[src/rtl/cam_sccb_init_if.sv]
// Table-fetch and SCCB pad bundle between cam_sccb_init (master) and its
// register table / IO ring (slave).
interface cam_sccb_init_if;
  logic [7:0]  tbl_idx;
  logic [15:0] tbl_data;
  logic        sccb_scl;
  logic        sccb_sda_o;
  logic        sccb_sda_oe;
  logic        sccb_sda_i;

  modport master (
    output tbl_idx,
    input  tbl_data,
    output sccb_scl,
    output sccb_sda_o,
    output sccb_sda_oe,
    input  sccb_sda_i
  );

  modport slave (
    input  tbl_idx,
    output tbl_data,
    input  sccb_scl,
    input  sccb_sda_o,
    input  sccb_sda_oe,
    output sccb_sda_i
  );
endinterface

[src/rtl/cam_sccb_init.sv]
// Camera power-up sequencer and SCCB 3-phase register-table loader.
// Optional feature: define SCCB_ACK_CHECK_EN to abort on a NACK and raise err.
module cam_sccb_init #(
  parameter int unsigned CLK_DIV  = 25,
  parameter int unsigned RST_HOLD = 1000,
  parameter int unsigned SETTLE   = 100000,
  parameter logic [7:0]  DEV_ADDR = 8'h42,
  parameter int unsigned NUM_REGS = 64
) (
  input  logic            mclk,
  input  logic            mreset_n,
  input  logic            start,
  cam_sccb_init_if.master bus,
  output logic            cam_pwdn,
  output logic            cam_rst_n,
  output logic            busy,
  output logic            done,
  output logic            err
);

  localparam logic [23:0] HOLD_LD   = 24'(RST_HOLD - 1);
  localparam logic [23:0] SETTLE_LD = 24'(SETTLE - 1);
  localparam logic [7:0]  QTR_LD    = 8'(CLK_DIV - 1);
  localparam logic [8:0]  LAST_IDX  = 9'(NUM_REGS);

  typedef enum logic [3:0] {
    S_IDLE, S_PWDN, S_RST, S_SETTLE, S_FETCH,
    S_START, S_BYTE, S_STOP, S_GAP, S_DONE
  } state_t;

  state_t      state_q, state_d;
  logic [23:0] dcnt_q, dcnt_d;
  logic [7:0]  qcnt_q, qcnt_d;
  logic [1:0]  qph_q, qph_d;
  logic [3:0]  bitn_q, bitn_d;
  logic [1:0]  bytn_q, bytn_d;
  logic [7:0]  shreg_q, shreg_d;
  logic [15:0] data_q, data_d;
  logic [8:0]  idx_q, idx_d;
  logic        nack_q, nack_d;
  logic        scl_q, scl_d;
  logic        sda_o_q, sda_o_d;
  logic        sda_oe_q, sda_oe_d;
  logic        pwdn_q, pwdn_d;
  logic        rst_n_q, rst_n_d;
  logic        busy_q, busy_d;
  logic        done_q, done_d;
  logic        err_q, err_d;

  logic        qend;
  logic        go_done;
  logic [7:0]  next_byte;
  logic [8:0]  idx_inc;

  assign qend = (qcnt_q == '0);

`ifndef SCCB_ACK_CHECK_EN
  logic unused_sda_i;
  assign unused_sda_i = bus.sccb_sda_i;
`endif

  always_ff @(posedge mclk or negedge mreset_n) begin
    if (!mreset_n) begin
      state_q  <= S_IDLE;
      dcnt_q   <= '0;
      qcnt_q   <= '0;
      qph_q    <= '0;
      bitn_q   <= '0;
      bytn_q   <= '0;
      shreg_q  <= '0;
      data_q   <= '0;
      idx_q    <= '0;
      nack_q   <= 1'b0;
      scl_q    <= 1'b1;
      sda_o_q  <= 1'b1;
      sda_oe_q <= 1'b0;
      pwdn_q   <= 1'b1;
      rst_n_q  <= 1'b0;
      busy_q   <= 1'b0;
      done_q   <= 1'b0;
      err_q    <= 1'b0;
    end else begin
      state_q  <= state_d;
      dcnt_q   <= dcnt_d;
      qcnt_q   <= qcnt_d;
      qph_q    <= qph_d;
      bitn_q   <= bitn_d;
      bytn_q   <= bytn_d;
      shreg_q  <= shreg_d;
      data_q   <= data_d;
      idx_q    <= idx_d;
      nack_q   <= nack_d;
      scl_q    <= scl_d;
      sda_o_q  <= sda_o_d;
      sda_oe_q <= sda_oe_d;
      pwdn_q   <= pwdn_d;
      rst_n_q  <= rst_n_d;
      busy_q   <= busy_d;
      done_q   <= done_d;
      err_q    <= err_d;
    end
  end

  // Outputs are registered: each transition computes the pin levels for the
  // quarter/state being entered, so pins change on the same edge as the state.
  always_comb begin
    state_d   = state_q;
    dcnt_d    = dcnt_q;
    qcnt_d    = qcnt_q;
    qph_d     = qph_q;
    bitn_d    = bitn_q;
    bytn_d    = bytn_q;
    shreg_d   = shreg_q;
    data_d    = data_q;
    idx_d     = idx_q;
    nack_d    = nack_q;
    scl_d     = scl_q;
    sda_o_d   = sda_o_q;
    sda_oe_d  = sda_oe_q;
    pwdn_d    = pwdn_q;
    rst_n_d   = rst_n_q;
    busy_d    = busy_q;
    done_d    = done_q;
    err_d     = err_q;
    go_done   = 1'b0;
    next_byte = (bytn_q == 2'd0) ? data_q[15:8] : data_q[7:0];
    idx_inc   = idx_q + 9'd1;

    if (state_q inside {S_START, S_BYTE, S_STOP, S_GAP})
      qcnt_d = qend ? QTR_LD : qcnt_q - 8'd1;

    case (state_q)
      S_IDLE, S_DONE: begin
        if (start) begin
          state_d = S_PWDN;
          busy_d  = 1'b1;
          done_d  = 1'b0;
          err_d   = 1'b0;
          nack_d  = 1'b0;
          idx_d   = '0;
          pwdn_d  = 1'b1;
          rst_n_d = 1'b0;
          dcnt_d  = HOLD_LD;
        end
      end
      S_PWDN: begin
        dcnt_d = dcnt_q - 24'd1;
        if (dcnt_q == '0) begin
          state_d = S_RST;
          pwdn_d  = 1'b0;
          dcnt_d  = HOLD_LD;
        end
      end
      S_RST: begin
        dcnt_d = dcnt_q - 24'd1;
        if (dcnt_q == '0) begin
          state_d = S_SETTLE;
          rst_n_d = 1'b1;
          dcnt_d  = SETTLE_LD;
        end
      end
      S_SETTLE: begin
        dcnt_d = dcnt_q - 24'd1;
        if (dcnt_q == '0) begin
          state_d = S_FETCH;
          dcnt_d  = 24'd1;
        end
      end
      S_FETCH: begin
        dcnt_d = dcnt_q - 24'd1;
        if (dcnt_q == '0) begin
          data_d = bus.tbl_data;
          if (bus.tbl_data == 16'hFFFF) begin
            go_done = 1'b1;
          end else begin
            state_d  = S_START;
            qcnt_d   = QTR_LD;
            qph_d    = '0;
            scl_d    = 1'b1;
            sda_o_d  = 1'b0;
            sda_oe_d = 1'b1;
          end
        end
      end
      S_START: begin
        if (qend) begin
          if (qph_q == 2'd0) begin
            qph_d = 2'd1;
            scl_d = 1'b0;
          end else begin
            state_d = S_BYTE;
            qph_d   = '0;
            bitn_d  = '0;
            bytn_d  = '0;
            shreg_d = DEV_ADDR;
            sda_o_d = DEV_ADDR[7];
          end
        end
      end
      S_BYTE: begin
        if (qend) begin
          qph_d = qph_q + 2'd1;
          case (qph_q)
            2'd1: scl_d = 1'b1;
            2'd2: begin
`ifdef SCCB_ACK_CHECK_EN
              if (bitn_q == 4'd8 && bus.sccb_sda_i)
                nack_d = 1'b1;
`endif
            end
            2'd3: begin
              scl_d = 1'b0;
              if (bitn_q == 4'd8) begin
                if (bytn_q == 2'd2 || nack_q) begin
                  state_d  = S_STOP;
                  qph_d    = '0;
                  sda_o_d  = 1'b0;
                  sda_oe_d = 1'b1;
                end else begin
                  bytn_d   = bytn_q + 2'd1;
                  bitn_d   = '0;
                  shreg_d  = next_byte;
                  sda_o_d  = next_byte[7];
                  sda_oe_d = 1'b1;
                end
              end else if (bitn_q == 4'd7) begin
                bitn_d   = 4'd8;
                sda_o_d  = 1'b1;
                sda_oe_d = 1'b0;
              end else begin
                bitn_d  = bitn_q + 4'd1;
                shreg_d = shreg_q << 1;
                sda_o_d = shreg_q[6];
              end
            end
            default: ;
          endcase
        end
      end
      S_STOP: begin
        if (qend) begin
          qph_d = qph_q + 2'd1;
          if (qph_q == 2'd0) begin
            scl_d = 1'b1;
          end else if (qph_q == 2'd1) begin
            sda_o_d = 1'b1;
          end else if (nack_q) begin
`ifdef SCCB_ACK_CHECK_EN
            err_d = 1'b1;
`endif
            go_done = 1'b1;
          end else begin
            state_d  = S_GAP;
            qph_d    = '0;
            sda_oe_d = 1'b0;
          end
        end
      end
      S_GAP: begin
        if (qend) begin
          qph_d = qph_q + 2'd1;
          if (qph_q == 2'd3) begin
            idx_d = idx_inc;
            if (idx_inc == LAST_IDX) begin
              go_done = 1'b1;
            end else begin
              state_d = S_FETCH;
              dcnt_d  = 24'd1;
            end
          end
        end
      end
      default: state_d = S_IDLE;
    endcase

    if (go_done) begin
      state_d  = S_DONE;
      busy_d   = 1'b0;
      done_d   = 1'b1;
      pwdn_d   = 1'b0;
      rst_n_d  = 1'b1;
      scl_d    = 1'b1;
      sda_o_d  = 1'b1;
      sda_oe_d = 1'b0;
    end
  end

  assign bus.tbl_idx     = idx_q[7:0];
  assign bus.sccb_scl    = scl_q;
  assign bus.sccb_sda_o  = sda_o_q;
  assign bus.sccb_sda_oe = sda_oe_q;
  assign cam_pwdn        = pwdn_q;
  assign cam_rst_n       = rst_n_q;
  assign busy            = busy_q;
  assign done            = done_q;
  assign err             = err_q;

endmodule

[src/flat_wrapper.sv]
// flat-port wrapper written by rule: the top's interface ports become plain ports
module cam_sccb_init_flat 
#(
  parameter int unsigned CLK_DIV  = 25,
  parameter int unsigned RST_HOLD = 1000,
  parameter int unsigned SETTLE   = 100000,
  parameter logic [7:0]  DEV_ADDR = 8'h42,
  parameter int unsigned NUM_REGS = 64
)
  (mclk, mreset_n, start, cam_pwdn, cam_rst_n, busy, done, err, bus_tbl_idx, bus_tbl_data, bus_sccb_scl, bus_sccb_sda_o, bus_sccb_sda_oe, bus_sccb_sda_i);
  cam_sccb_init_if bus_i ();
  input  logic mclk;
  input  logic mreset_n;
  input  logic start;
  output logic cam_pwdn;
  output logic cam_rst_n;
  output logic busy;
  output logic done;
  output logic err;
  output wire logic [$bits(bus_i.tbl_idx)-1:0] bus_tbl_idx;
  input wire logic [$bits(bus_i.tbl_data)-1:0] bus_tbl_data;
  output wire logic [$bits(bus_i.sccb_scl)-1:0] bus_sccb_scl;
  output wire logic [$bits(bus_i.sccb_sda_o)-1:0] bus_sccb_sda_o;
  output wire logic [$bits(bus_i.sccb_sda_oe)-1:0] bus_sccb_sda_oe;
  input wire logic [$bits(bus_i.sccb_sda_i)-1:0] bus_sccb_sda_i;
  assign bus_tbl_idx = bus_i.tbl_idx;
  assign bus_i.tbl_data = bus_tbl_data;
  assign bus_sccb_scl = bus_i.sccb_scl;
  assign bus_sccb_sda_o = bus_i.sccb_sda_o;
  assign bus_sccb_sda_oe = bus_i.sccb_sda_oe;
  assign bus_i.sccb_sda_i = bus_sccb_sda_i;
  cam_sccb_init #(.CLK_DIV(CLK_DIV), .RST_HOLD(RST_HOLD), .SETTLE(SETTLE), .DEV_ADDR(DEV_ADDR), .NUM_REGS(NUM_REGS)) u_core (.mclk(mclk), .mreset_n(mreset_n), .start(start), .bus(bus_i), .cam_pwdn(cam_pwdn), .cam_rst_n(cam_rst_n), .busy(busy), .done(done), .err(err));
endmodule
[config.mk]
export PLATFORM = sky130hd
export DESIGN_NAME = cam_sccb_init_flat
export DESIGN_NICKNAME = d
export VERILOG_FILES = /design/src/rtl/cam_sccb_init_if.sv /design/src/rtl/cam_sccb_init.sv /design/src/flat_wrapper.sv
export SDC_FILE = /design/constraint.sdc
export NUM_CORES = 1
export LEC_CHECK = 0
export BUFFER_PORTS_ARGS = -buffer_cell sky130_fd_sc_hd__buf_2
export CORE_MARGIN = 4
export CORE_UTILIZATION = 60
export CTS_BUF_LIST = sky130_fd_sc_hd__clkbuf_8 sky130_fd_sc_hd__clkbuf_16
export CTS_CLUSTER_SIZE = 10
export DETAILED_ROUTE_END_ITERATION = 10
export HOLD_SLACK_MARGIN = 0.05
export PLACE_DENSITY = 0.79
export SKIP_CTS_REPAIR_TIMING = 1
export SLEW_MARGIN = 15
export SYNTH_ARGS = -nofsm -noshare
export SYNTH_HDL_FRONTEND = slang
export SYNTH_SLANG_ARGS = --single-unit
export TNS_END_PERCENT = 50
[constraint.sdc]
create_clock -name mclk -period 2.65 [get_ports mclk]
set_clock_uncertainty 0.05 [all_clocks]
set_input_delay 0 -clock mclk [delete_from_list [all_inputs] [get_ports mclk]]
set_output_delay 0 -clock mclk [all_outputs]
set_load 0.02 [all_outputs]
* Word level (Yosys, flattened, before mapping)
Index checks and enable logic that the tools add are counted.
** Operators by class
- Eq/ne operators :: 54
- Reductions and logical operators :: 31
- $add $sub $neg :: 6
- Muxes and demuxes :: 125
** Operator list (count)
- $mux W24 :: 7
- $pmux W24 S6 :: 1
- $mux W4 :: 26
- $mux W7 :: 7
- $mux W8 :: 6
- $mux W1 :: 45
- $ne A3 B2 Y1 const B :: 13
- $pmux W4 S9 :: 1
- $mux W2 :: 17
- $mux W9 :: 3
- $logic_not A24 Y1 :: 1
- $ne A3 B1 Y1 const B :: 8
- $sub A24 B1 Y24 const B :: 1
- $reduce_and A7 Y1 :: 3
- $eq A4 B3 Y1 const B :: 5
- $pmux W9 S2 :: 1
- $reduce_and A18 Y1 :: 1
- $reduce_and A9 Y1 :: 2
- $eq A16 B16 Y1 const B :: 1
- $ne A2 B2 Y1 const B :: 8
- $pmux W7 S2 :: 1
- $eq A4 B4 Y1 const B :: 3
- $ne A2 B1 Y1 const B :: 5
- $pmux W2 S5 :: 1
- other kinds (31) :: 49
** Storage, ports and cells
- Output and inout bits :: 16
- Bits in registers :: 83
- Input bits :: 20
- Word-level logic and storage cells :: 232

* Longest topological paths before layout
Gate-level depths: netlist of run 1.
- Depth in word-level cells :: 8
- Gate-level depth with buffers :: 11
- Depth with buffers taken out :: 8

* Least setup slack after synthesis of run 1
OpenSTA, ideal clock, no wires.
- Kind :: reg2reg
- Start point :: register u_core.dcnt_q[0]
- End point :: register u_core.data_q[10]
- Arrival :: 1.993 ns
- Cell stages (with the launch flop) :: 9
- Setup time :: 0.127 ns
- Slack :: 0.479 ns
- Path buffers :: 1
- Period minus slack after synthesis :: 2.171 ns
- Data required time :: 2.473 ns
- Cells stage by stage :: dfrtp_1 inv_1 ha_1 nor3b_1 nand3_1 or2_4 nor2_8 buf_6 mux2_1
** Between the ends
- Cells in the longest elaborated chain, start to end :: 2
** Ends and longest elaborated chain
- start: declaration :: RTL line cam_sccb_init.sv:32 : logic [23:0] dcnt_q, dcnt_d;
- start signal: assignment :: RTL line cam_sccb_init.sv:84 : dcnt_q <= dcnt_d;
- $logic_not A24 Y1 :: RTL line cam_sccb_init.sv:171 : if (dcnt_q == '0) begin
- $reduce_and A2 Y1 (no line)
- end signal: assignment :: RTL line cam_sccb_init.sv:90 : data_q <= data_d;
- end: declaration :: RTL line cam_sccb_init.sv:38 : logic [15:0] data_q, data_d;
No other way between the ends.
A chain may end at the register's enable or synchronous reset.

* Worst setup path in the final report of run 1
- Start point :: register u_core.idx_q[0]
- End point :: register u_core.state_q[2]
** Between the ends
- Cells in the longest elaborated chain, start to end :: 8
- Elaborated cells between the ends (all ways) :: 26
- Classes of those cells :: add/sub: 1; eq/ne: 19; mux: 5; reduce/logical: 1
** Ends and longest elaborated chain
- start: declaration :: RTL line cam_sccb_init.sv:39 : logic [8:0] idx_q, idx_d;
- start signal: assignment :: RTL line cam_sccb_init.sv:91 : idx_q <= idx_d;
- $add A9 B1 Y9 * :: RTL line cam_sccb_init.sv:127 : idx_inc = idx_q + 9'd1;
- $eq A9 B7 Y1 * :: RTL line cam_sccb_init.sv:264 : if (idx_inc == LAST_IDX) begin
- $mux W1 :: RTL line cam_sccb_init.sv:264
- $mux W1 :: RTL line cam_sccb_init.sv:262 : if (qph_q == 2'd3) begin
- $mux W1 :: RTL line cam_sccb_init.sv:260 : if (qend) begin
- $pmux W1 S2 :: RTL line cam_sccb_init.sv:132 : case (state_q)
- $ne A3 B1 Y1 (no line) or $ne A3 B2 Y1 (tied branches)
- $reduce_and A18 Y1 (no line)
- end signal: assignment :: RTL line cam_sccb_init.sv:83 : state_q <= state_d;
- end: declaration :: RTL line cam_sccb_init.sv:31 : state_t state_q, state_d;
Every way passes the cells marked *; elsewhere a longest branch is shown, timed or not.

==> flow_summary_export.csv, run 1 <==
group,metric,value,unit
sta,fin_crit,2.45,ns
detailed_routing,met2_length,6.70,mm
sta,worst_pin_slew,1.06,ns
sta,max_freq,0.409,GHz
logic_synthesis,syn-cell-area,5440,sq um
logic_synthesis,synth_cell_type_count,84,
logic_synthesis,synth_edf_count,0,
clocking,numClockSinks,83,
sta,finalSetupViolations,0,
sta,tns,0,ns
sta,hold_viol,0,
cells_and_area,diodes,0,
place,pre_cts_ws,0.226,ns
run,drv_cap,0,
logic_synthesis,synth_top_cell_by_area,"dfrtp_1",
logic_synthesis,synthArstFlopShare,100,%
logic_synthesis,yosysSeqAreaShare,38.2,%
sta,rsz0062_at_grt,"no",
logic_synthesis,synth_top_area_share,36.8,%
logic_synthesis,yosys_warnings,0,
critical_path,max_stage_delay,0.53,ns
critical_path,crit_arrival,2.65,ns
clocking,cts_made_buffers,9,
floorplan,io_pins,36,
detailed_routing,wl_met3,954,microns
logic_synthesis,synthTopCellsByArea,"dfrtp_1 (37%), o21ai_0 (4.4%), nand2_1 (4.0%)",
detailed_routing,top_layer,"met4",
critical_path,r2r_slack,0.20,ns
clocking,clk_latency,0.37,ns
detailed_routing,via_count,5000,
global_route,track_usage,27.1,%
detailed_routing,met1_length,6.07,mm
cells_and_area,drive_above_1_share,17.8,%
sta,relSlewSlack,29.3,%
min_path,hold_class,"input port to async pin",
floorplan,die_w,103,microns
critical_path,path_buf_inv,0,
cells_and_area,nets,698,
critical_path,crit_type,"register to register",
pwr,p_leak,2.75,nW
sta,period_share,92.3,%
outcome,status,"complete, no violations",
global_route,grt_pass1_vias,4815,
critical_path,critical_path.top_delay_family,"compound AO/OA/AOI/OAI gates",
detailed_routing,ant_nets,0,
floorplan,die_area,10700,sq um
critical_path,required,2.86,ns
logic_synthesis,synth_fp_nets,643,
detailed_routing,drtIter0Drc,378,
pwr,power.density,945,nW/um^2
cells_and_area,fin_util,70.5,%
critical_path,cp-end-kind,"register",
logic_synthesis,synthFlopType,"dfrtp_1",
floorplan,rows,34,
floorplan,die_y,103,microns
place,dp_hpwl,9.67,mm
pwr,max-vdd-ir-drop,0.468,mV
clocking,cts_tree,"built",
detailed_routing,drt_first_pass_iters,5,
global_route,antenna_found_initial,0,
critical_path,critPathLaunchType,"register",
sta,drv_slew,0,
cells_and_area,area_growth,13.6,%
detailed_routing,post_drt_wl_per_cell,18.1,microns
clocking,cts_root_buffer,"clkbuf_8",
place,portBuffers,33,
critical_path,crit_slowest_cell,"or4_1",
global_route,grt_max_degree,84,
detailed_routing,drc_errors,0,
floorplan,coreArea,8760,sq um
place,place.gp.congestion,0.904,
critical_path,crit_path_cell_trace,"ha_1 > nand4_1 > or4_1 > a211oi_2 > a21oi_2 > a22o_1",
global_route,grt_pass1_wl,23.0,mm
critical_path,critPathMaxFanout,8,
clocking,ctsHtreeMaxLevel,3,
logic_synthesis,syn_area_per_cell,8.93,sq um
clocking,clk_pin_slew,0.09,ns
logic_synthesis,syn_inst,609,
clocking,clockBufferDepth,2,
floorplan,initial_core_util,62.1,%
detailed_routing,wirelength,14.1,mm
global_route,grt_overflow,0,
detailed_routing,via_per_inst,6.44,
sta,layout_setup_ws,0.204,ns
logic_synthesis,yosys_register_bits,83,
## layout make-up
class	count	area (sq um)
clock buffers	9	124
clock inverters	7	118
fillers	679	2580
inverters	17	63.8
multi-input cells	470	3070
flip-flops and latches	83	2080
well taps	108	135
repair buffers	83	588
## synth_stat cells (11+ instances only)
| library cell | count |
|---|---|
| nor3_1 | 12 |
| o31ai_1 | 11 |
| inv_1 | 16 |
| dfrtp_1 | 80 |
| a21oi_1 | 35 |
| nor2_1 | 56 |
| nand2_1 | 58 |
| o21ai_0 | 48 |
| o211ai_1 | 12 |
| buf_2 | 11 |
| nand3_1 | 22 |
| ha_1 | 14 |
| a31oi_1 | 12 |
## through the flow
step / instance area (sq um) / std cells / total power, mW / hold WS [ns]
2_1_floorplan: 5440 / 609 / 3.84 / -0.346
3_3_place_gp: 5760 / 743 / 4.56 / 0.184
3_5_place_dp: 5760 / 743 / 4.64 / 0.188
4_1_cts: 6000 / 759 / 5.77 / -0.195
5_1_grt: 6180 / 777 / 6.23 / 0.368
6_report: 6180 / 777 / 5.84 / 0.305
## report_power, final
part	total (mW)	switching, mW	internal, mW
Combinational	2.88	1.77	1.11
Clock	1.12	0.492	0.628
Sequential	1.84	0.320	1.52
## flip-flops by register name, summed over array words and instances (netlist names), 2 cells and up
signal          flops
u_core.data_q      16
u_core.dcnt_q      24
u_core.idx_q        9
u_core.shreg_q      7
u_core.bitn_q       4
u_core.bytn_q       2
u_core.qcnt_q       8
u_core.qph_q        2
u_core.state_q      4
## cell usage in the layout (no fill, tap or decap), types with 11 or more instances in the layout
master,count
o21ai_0,48
buf_2,32
dfrtp_1,80
nand3_1,22
a31oi_1,12
dlygate4sd3_1,18
a21oi_1,35
nand2_1,58
o211ai_1,12
inv_1,18
nor2_1,56
o31ai_1,11
nor3_1,12
buf_4,33
ha_1,14
## cell families after synthesis
logic type	share of synthesized area (%)
and+or+nand+nor	22.1
AOI/OAI and AO/OA	23.9
DFF	38.2
buffers and inverters	5.36
muxes	5.80
adders and majority gates	3.22
xor gates and xnor gates	1.29
other	0.0689
## layer usage
metal | GRT usage [%] | up-vias
li1 | - | 2362
met1 | 36.5 | 2389
met2 | 43.2 | 213
met3 | 3.96 | 36
met4 | 12.5 | 0
met5 | 0 | -
## worst register-to-register path, delay by kind of cell (launching register included)
family | cells | cell delay [ns]
AOI/OAI and AO/OA | 3 | 0.87
and+or+nand+nor | 2 | 0.67
DFF | 1 | 0.46
adders and majority gates | 1 | 0.29
## path summary, 6_finish.rpt
path | startpoint | end | cells past startpoint
min in group mclk | bus_tbl_data[13] | u_core.data_q[13] | 3
max | u_core.idx_q[0] | u_core.state_q[2] | 6
min | mreset_n | u_core.idx_q[5] | 2
max reg2reg | u_core.idx_q[0] | u_core.state_q[2] | 6
min reg2reg | u_core.shreg_q[2] | u_core.shreg_q[2] | 2
max in group asynchronous | mreset_n | u_core.qcnt_q[7] | 2
Power figures use the tool's default switching activity.
==> run 2, diff against run 1 <==
CORE_UTILIZATION = 45   (was 60)
PLACE_DENSITY = 0.69   (was 0.79)
==> flow_summary_export.csv, run 2 (synthesis results as in run 1) <==
group,metric,value,unit
outcome,status,"complete, no violations",
pwr,p_int,3.32,mW
pwr,p_switching,2.66,mW
place,dp.cells,785,
cells_and_area,diodes,0,
pwr,pwr-share-clk,20.4,%
min_path,hold_class,"input port to register",
sta,rsz0062_at_grt,"no",
critical_path,required,2.84,ns
pwr,swShare,44.5,%
sta,worst_pin_slew,0.682,ns
floorplan,die_y,118,microns
global_route,grt_pass1_wl,23.3,mm
sta,drv_slew,0,
cells_and_area,seq_area,2080,sq um
global_route,antenna_found_initial,0,
clocking,cts_tree,"built",
critical_path,crit_path_cell_trace,"ha_1 > nand4_1 > or4_1 > a211oi_2 > a21oi_2 > a22o_1",
critical_path,max_stage_delay,0.53,ns
cells_and_area,mostFrequentLayoutCell,"dfrtp_1",
clocking,clk_latency,0.35,ns
clocking,cts_made_buffers,9,
sta,hold_viol,0,
detailed_routing,post_drt_wl_per_cell,17.3,microns
floorplan,die_area,13900,sq um
detailed_routing,drtIter0Drc,357,
cells_and_area,largestRegisters,"u_core.dcnt_q x24, u_core.data_q x16, u_core.idx_q x9",
floorplan,io_pins,36,
floorplan,die_w,118,microns
detailed_routing,ant_nets,0,
detailed_routing,wirelength,14.1,mm
critical_path,crit_arrival,2.64,ns
critical_path,critPathMaxFanout,8,
detailed_routing,drt_first_pass_iters,5,
cells_and_area,largest_reg_flops,24,
cells_and_area,nets,704,
sta,max_freq,0.408,GHz
cells_and_area,most-common-layout-cells,"dfrtp_1 (80), nand2_1 (58), nor2_1 (56), o21ai_0 (48), buf_4 (40)",
sta,fin_crit,2.45,ns
sta,relSlewSlack,54.1,%
sta,tns,0,ns
sta,finalSetupViolations,0,
clocking,clockBufferDepth,2,
pwr,max-vdd-ir-drop,0.436,mV
floorplan,coreArea,11600,sq um
pwr,p_seq_share,31.0,%
cells_and_area,area_growth,15.9,%
global_route,track_usage,20.0,%
cells_and_area,drive_above_1_share,18.8,%
clocking,ctsHtreeMaxLevel,3,
cells_and_area,fillers,1034,
global_route,grt_overflow,0,
cells_and_area,largest-register,"u_core.dcnt_q",
critical_path,critPathLaunchType,"register",
run,drv_cap,0,
place,portBuffers,33,
global_route,grt_max_degree,51,
floorplan,rows,39,
critical_path,path_buf_inv,0,
critical_path,crit_slowest_cell,"or4_1",
place,dp_hpwl,10.1,mm
critical_path,critical_path.top_delay_family,"compound AO/OA/AOI/OAI gates",
detailed_routing,via_count,5068,
place,place.gp.congestion,0.891,
clocking,numClockSinks,83,
pwr,total_power,5.99,mW
critical_path,cp-end-kind,"register",
clocking,cts_root_buffer,"clkbuf_16",
sta,period_share,92.5,%
detailed_routing,drc_errors,0,
global_route,grt_pass1_vias,4669,
pwr,power.density,949,nW/um^2
pwr,power_frac_comb,48.6,%
cells_and_area,multi_input_area,3070,sq um
clocking,clk_pin_slew,0.07,ns
detailed_routing,via_per_inst,6.20,
floorplan,initial_core_util,46.8,%
cells_and_area,fin_cells,818,
cells_and_area,fin_util,54.3,%
pwr,p_leak,2.78,nW
critical_path,crit_type,"register to register",
-- run 2: worst paths after layout --
check / startpoint / end / slack, ns / cells past startpoint
worst max-delay path: u_core.idx_q[0] / u_core.state_q[2] / 0.20 / 6
worst min-delay path: start / u_core.cam_pwdn / 0.06 / 3
worst max register to register: u_core.idx_q[0] / u_core.state_q[2] / 0.20 / 6
worst min register to register: u_core.done / u_core.done / 0.42 / 2
max in group asynchronous: mreset_n / u_core.bus.sccb_sda_o / 1.61 / 3
min in group asynchronous: mreset_n / u_core.idx_q[3] / 0.17 / 2
-- run 2: stage by stage --
| step | hold slack, ns | area, sq um | worst slack, ns |
|---|---|---|---|
| floorplan | -0.346 | 5440 | 0.479 |
| global placement | 0.0167 | 5850 | 0.264 |
| detailed placement | 0.0211 | 5850 | 0.234 |
| CTS | -0.352 | 6140 | 0.216 |
| global route | 0.0866 | 6310 | 0.0515 |
| finish | 0.0604 | 6310 | 0.200 |
-- run 2: area by class of cell --
| class | count | area share, % |
|---|---|---|
| Clock buffer | 9 | 3.57 |
| Clock inverter | 7 | 0.933 |
| Inverter | 17 | 1.01 |
| Multi-Input combinational cell | 470 | 48.7 |
| Sequential cell | 83 | 33.0 |
| Tap cell | 143 | 2.84 |
| Timing Repair Buffer | 89 | 10.0 |
-- run 2: power groups by stage --
stage | registers (mW) | logic [mW] | clock network (mW)
after global placement | 1.85 | 2.77 | 0
final | 1.86 | 2.91 | 1.22
after detailed placement | 1.87 | 2.84 | 0
after CTS | 1.85 | 2.86 | 1.24
after global routing | 1.90 | 3.19 | 1.30
after floorplan | 1.78 | 2.07 | 0
-- run 2: tightest hold or removal path: stages --
cell and delay, ns:
buf_2 0.14, nand3_1 0.19, a21boi_0 0.12
-- run 2: routing by layer --
layer / vias up / GRT usage [%] / routed length, microns
li1: 2382 / - / -
met1: 2464 / 27.0 / 6150
met2: 197 / 32.5 / 6880
met3: 25 / 3.94 / 849
met4: 0 / 5.71 / 250
met5: - / 0 / 0
